**src/rtl/lb_reg_bank.sv**
```systemverilog
// Local-bus register bank: RW control regs, RO status words, sticky W1C events with mask/IRQ, ID word.
// Latency: writes land at the edge ending the strobe cycle; read data appears read_latency cycles after the strobe.
// Backpressure: none; one transaction per cycle is accepted back-to-back with no stalls.
module lb_reg_bank #(
  parameter logic [15:0] base_addr    = 16'h0000,
  parameter int          read_latency = 3,
  parameter int          n_rw         = 16,
  parameter int          n_ro         = 16,
  parameter logic [31:0] id_word      = 32'h4C425231
) (
  input  logic                 clk,
  input  logic                 rst_n,
  input  logic [23:0]          lb_addr,
  input  logic                 lb_strobe,
  input  logic                 lb_rd,
  input  logic [31:0]          lb_wdata,
  output logic [31:0]          lb_rdata,
  output logic                 lb_rvalid,
  output logic [32*n_rw-1:0]   rw_out,
  output logic [n_rw-1:0]      wr_pulse,
  input  logic [32*n_ro-1:0]   ro_in,
  input  logic [31:0]          event_in,
  output logic                 irq
);

  localparam logic [7:0] off_sticky = 8'h20;
  localparam logic [7:0] off_mask   = 8'h21;
  localparam logic [7:0] off_id     = 8'h22;

  logic              hit;
  logic              wr_hit;
  logic              rd_hit;
  logic [7:0]        offset;
  logic [31:0]       rw_q [n_rw];
  logic [31:0]       sticky_q;
  logic [31:0]       mask_q;
  logic [n_rw-1:0]   wr_sel;
  logic [31:0]       clr;
  logic [31:0]       rd_mux;
  logic [31:0]       pipe_dat [read_latency];
  logic [read_latency-1:0] pipe_vld;

  assign hit    = lb_strobe && (lb_addr[23:8] == base_addr);
  assign wr_hit = hit && !lb_rd;
  assign rd_hit = hit && lb_rd;
  assign offset = lb_addr[7:0];
  assign clr    = (wr_hit && offset == off_sticky) ? lb_wdata : 32'h0;

  // Flatten the RW register array onto the packed output bus.
  for (genvar g = 0; g < n_rw; g++) begin : g_rw_out
    assign rw_out[32*g +: 32] = rw_q[g];
  end

  // Decode which RW register (if any) this cycle's write targets.
  always_comb begin
    wr_sel = '0;
    for (int k = 0; k < n_rw; k++) begin
      if (wr_hit && offset == 8'(k)) wr_sel[k] = 1'b1;
    end
  end

  // Read mux over current register state; unmapped offsets return zero.
  always_comb begin
    rd_mux = 32'h0;
    for (int k = 0; k < n_rw; k++) begin
      if (offset == 8'(k)) rd_mux = rw_q[k];
    end
    for (int k = 0; k < n_ro; k++) begin
      if (offset == 8'(16 + k)) rd_mux = ro_in[32*k +: 32];
    end
    if (offset == off_sticky) rd_mux = sticky_q;
    if (offset == off_mask)   rd_mux = mask_q;
    if (offset == off_id)     rd_mux = id_word;
  end

  // RW registers and their one-cycle write strobes.
  always_ff @(posedge clk or negedge rst_n) begin
    if (!rst_n) begin
      for (int k = 0; k < n_rw; k++) rw_q[k] <= 32'h0;
      wr_pulse <= '0;
    end else begin
      for (int k = 0; k < n_rw; k++) begin
        if (wr_sel[k]) rw_q[k] <= lb_wdata;
      end
      wr_pulse <= wr_sel;
    end
  end

  // Sticky event bits (set beats clear), mask register and registered interrupt.
  always_ff @(posedge clk or negedge rst_n) begin
    if (!rst_n) begin
      sticky_q <= 32'h0;
      mask_q   <= 32'h0;
      irq      <= 1'b0;
    end else begin
      sticky_q <= (sticky_q & ~clr) | event_in;
      if (wr_hit && offset == off_mask) mask_q <= lb_wdata;
      irq <= |(sticky_q & mask_q);
    end
  end

  // Fixed-length read pipe; data stages only load behind a valid so the output holds between reads.
  always_ff @(posedge clk or negedge rst_n) begin
    if (!rst_n) begin
      pipe_vld <= '0;
      for (int i = 0; i < read_latency; i++) pipe_dat[i] <= 32'h0;
    end else begin
      pipe_vld[0] <= rd_hit;
      if (rd_hit) pipe_dat[0] <= rd_mux;
      for (int i = 1; i < read_latency; i++) begin
        pipe_vld[i] <= pipe_vld[i-1];
        if (pipe_vld[i-1]) pipe_dat[i] <= pipe_dat[i-1];
      end
    end
  end

  assign lb_rvalid = pipe_vld[read_latency-1];
  assign lb_rdata  = pipe_dat[read_latency-1];

endmodule
```
**config.mk**
```make
export PLATFORM = sky130hd
export DESIGN_NAME = lb_reg_bank
export DESIGN_NICKNAME = d
export VERILOG_FILES = /design/src/rtl/lb_reg_bank.sv
export SDC_FILE = /design/constraint.sdc
export NUM_CORES = 2
export LEC_CHECK = 0
export BUFFER_PORTS_ARGS = -buffer_cell sky130_fd_sc_hd__buf_4
export CORE_AREA = 2 2 461 463
export CTS_BUF_LIST = sky130_fd_sc_hd__clkbuf_2
export DETAILED_ROUTE_END_ITERATION = 12
export DIE_AREA = 0 0 463 465
export PLACE_DENSITY = 0.35
export SLEW_MARGIN = 20
export SYNTH_ARGS = -nofsm -noshare
export SYNTH_HDL_FRONTEND = slang
export SYNTH_SLANG_ARGS = --single-unit
```
**constraint.sdc**
```tcl
create_clock -name clk -period 5 [get_ports clk]
set_input_delay 0.25 -clock clk [delete_from_list [all_inputs] [get_ports clk]]
set_output_delay 0.25 -clock clk [all_outputs]
set_load 0.02 [all_outputs]
```
==> results summary <==
The run finished, with violations left. The checks that failed: negative setup slack. The placed cell count came out at ~8.0k. The final critical-path share of the clock period came out at 101%. The fraction of synthesized cell area in xor and xnor cells is 0%.

The pin count of the biggest net entering global routing came out at 120. The via count of the first global-routing pass is approximately 44k. The non-filler instance count after layout came out at between 9k and 10k. The kind of path behind the tightest hold check is in2reg. The data arrival time of the critical path is 6.78 ns.

The congestion estimate from routability-driven global placement came to between 0.9 and 1. The share of cell area taken by muxes after synthesis came out at under 10%. The post-synth net total is a little under 5k.

The area of the core region came out at 0.211 mm2. The number of warning messages in the yosys log is 0. The die boundary height came out at ~470 um.

The clock reaches the later pin of the worst-skew pair after approximately 2.0 ns. The H-tree generated during clock tree synthesis spans 4 levels. The critical-path cell with the highest stage delay is or4_2. The count of routing violations after the opening detailed-route iteration came out at ~4.6k.

The worst path in the final design needs a cycle of approximately 5.0 ns, including I/O delays and setup. After floorplanning, the core was divided into between 150 and 200 placement rows. The required time reported for the critical path endpoint is 6.75 ns.

The share of flip-flops with an asynchronous set or reset after synthesis came out at 100%. Setup repair after global routing could not meet its margin everywhere. The maximum VDD drop is a little over 200 uV. The utilization after layout came out at between 20 and 30%. The horizontal extent of the die is approximately 460 um. The first-pass GRT wire length came out at around 470 mm. The total detailed-routing wirelength came out at between 300 and 400 mm. Traced cell by cell, the critical path runs through dlygate4sd3_1, buf_4, or4_2, dlygate4sd3_1, nor3_2, a221oi_1, a31oi_1, o21bai_1, and3_1, dlygate4sd3_1, o21ai_1.

The critical path contains buffers and inverters numbering 4 combined. The number of antenna violations at the first check in global routing is 80. The number of fill cells is roughly 23k. Among cell families on the critical path, the largest total delay comes from buffers and inverters. The leading cell type in the layout, fill and taps excluded is nand2_1. The cell seen most often among critical-path stages is dlygate4sd3_1. The routed layout has about 45k vias. The final hold violation count came out at 0. The post-detailed-route DRC marker count is 0. The transition at the pin with the smallest max-transition slack is between 1 and 1.5 ns. The fraction of the mapped netlist area in adder cells came out at 0%. The post-route clock skew came out at approximately 0.16 ns. The biggest area consumer among synthesized cells is dfrtp_1. The static leakage came out at around 29 nW. The final setup slack of the worst path came out at -0.0279 ns.

The worst setup timing slack at the placement stage is about 0.28 ns. The simple logic cell fraction of the synthesized area came out at ~22%. The completed layout was analyzed and its total power is around 0.012 W.

The cell area that synthesis handed to floorplanning was ~0.037 mm2. Power spread over the standard cell area amounts to about 210 mW/mm2. In this run the remaining antenna-violating nets after routing total 0. The number of unique standard cell types used by synthesis is 84. The TritonCTS clock tree is done. The routed length per instance is just over 40 um. The cell area reported after detailed placement came out at a little under 0.05 mm2. In this run the mean area of a mapped cell was between 8 and 9 um2. The critical path endpoint category is a flip-flop.

The final standard cell area without fillers came out at around 0.06 mm2. The number of vias per cell came out at between 4 and 5. After synthesis, the cell types taking the most area are dfrtp_1 47%, nand2_1 17%, mux2_2 5.2%, a21oi_1 2.4%, mux4_2 2.3%. The die area came out at ~0.22 mm2. The first-pass detailed-route iteration total came out at 6. The final layout contains 6717 nets.

The clock transition at the registers of the reported paths came out at around 0.1 ns. The main combinational cell family by area after synthesis is simple AND/OR/NAND/NOR gates. The effective utilization at floorplan came out at between 10% and 20%. In the layout the commonest cells are 1629 x nand2_1, 1346 x buf_4, 692 x dfrtp_1, 652 x dlygate4sd3_1, 304 x clkbuf_2. The instance count of the mapped netlist is between 4k and 5k. The max-slew violation count is 0.

The global routing usage summed across all routing layers came out at between 30% and 40%. Across the run, the number of max-cap violations was 0. The area growth from synthesis to layout came out at 59.6%. The number of enable-type register cells in the synthesized netlist is 0. The area fraction in compound gates after synthesis is between 15 and 20%. The register-to-register setup slack is about 0.21 ns. The placed wire-length estimate after detailed placement came out at between 200 and 300 mm. The startpoint kind of the worst setup timing path is a primary input. Measured against its own limit, the worst slew margin works out to a little under a tenth. The overflow left after global routing came out at 0. The synthesized flop and latch total came out at roughly 690.

The highest fanout seen on the critical path came out at 15. Clock tree synthesis found a total of 692 sinks. The highest cell delay on the worst timing path came out at 1.02 ns. The tree is rooted in a clkbuf_2. Pin placement for this block handled 1166 I/O pins. The share of the synthesized area in the top cell type is between 40% and 50%.

The path type of the worst setup path is in2reg. The most used flip-flop cell after synthesis is dfrtp_1. The buffer levels on the longest clock path is 3. The fraction of layout cells with a size suffix above 1 came out at 32.6%. The total CTS buffers came out at ~220. The maximum frequency from static timing analysis came out at approximately 200 MHz. The post-synthesis sequential area ratio is ~47%. Setup violations remaining at the end of the flow were counted as 1. In this run the tool buffered the top-level ports with ~1.2k buffer cells.
## cell usage after synthesis (all sizes together), types with 65 or more instances
cell type	instances
nand2	1645
o21ai	176
mux2i	68
a21oi	173
mux2	179
nor2	191
buf	177
a22oi	73
clkbuf	209
dfrtp	692
o22ai	65
## flip-flops by register name, indices dropped and copies added (netlist names)
signal    count
irq           1
lb_rdata     32
mask_q       32
pipe_dat     64
pipe_vld      3
rw_out      512
sticky_q     32
wr_pulse     16
## cell type report
type	instances	area, um2	area share, %
timing repair buffer	2055	17800	30.5
clock inverter	44	299	0.513
clock buffer	304	1520	2.61
multi-input combinational	3141	17700	30.4
antenna	43	108	0.185
sequential	692	17300	29.7
tap	2821	3530	6.05
inverter	8	33.8	0.0579
## stage by stage
step / hold slack, ns / setup TNS [ns]
floorplan: -0.0456 / 0
global placement: 0.366 / 0
detailed placement: 0.369 / 0
CTS: 0.00296 / 0
global route: 0.00937 / 0
finish: 0.107 / -0.0279
## worst paths after layout
kind                                          start                  endpoint  cells after the start
min in group asynchronous                     rst_n   rw_out[209]$_DFFE_PN0P_                      6
max reg2reg                 rw_out[206]$_DFFE_PN0P_  pipe_dat[78]$_DFFE_PN0P_                     10
min reg2reg                pipe_dat[94]$_DFFE_PN0P_  pipe_dat[62]$_DFFE_PN0P_                      1
max                                      lb_addr[7]  pipe_dat[77]$_DFFE_PN0P_                     11
min                                      lb_addr[7]   rw_out[501]$_DFFE_PN0P_                      9
max in group asynchronous                     rst_n   rw_out[433]$_DFFE_PN0P_                      7
## layer usage
metal | part of all wire, % | wire [um] | track usage [%] | vias up
li1 | - | - | - | 18400
met1 | 40 | 147000 | 40.4 | 23100
met2 | 47 | 172000 | 54.5 | 2563
met3 | 8.3 | 30500 | 8.99 | 524
met4 | 4.9 | 18000 | 14.7 | 14
met5 | 0.026 | 94 | 0 | -
## where the power goes
group,internal (W),switching [W]
sequential,0.00560,0.00000369
clock,0.00174,0.00308
combinational,0.000784,0.00112
## worst reg2reg max path, cell delays in order (launching register included)
cell and delay [ns]:
dfrtp_1 0.43, mux2_2 0.28, a22oi_1 0.43, nor2_1 0.08, a2111oi_0 0.98, a21oi_1 0.34
o21ai_0 0.71, a21oi_1 0.13, dlygate4sd3_1 0.60, o21a_1 0.19, dlygate4sd3_1 0.54
## repair_timing
| action | CTS | global route |
|---|---|---|
| endpoints found under the hold margin | 1317 | 8 |
| setup endpoints to repair | 0 | 31 |
| gates resized for setup | 0 | 6 |
| hold buffers | 687 | 2 |
| setup buffers | 0 | 10 |
## kinds of logic (layout without fill, tap and decap cells)
| logic type | after synthesis | in the layout |
|---|---|---|
| AO/OA/AOI/OAI | 838 | 838 |
| other | 0 | 43 |
| flip-flops | 692 | 692 |
| buffers and inverters | 394 | 2411 |
| AND/OR/NAND/NOR | 2018 | 2018 |
| multiplexers | 285 | 285 |
(Power assumes the default switching activity.)
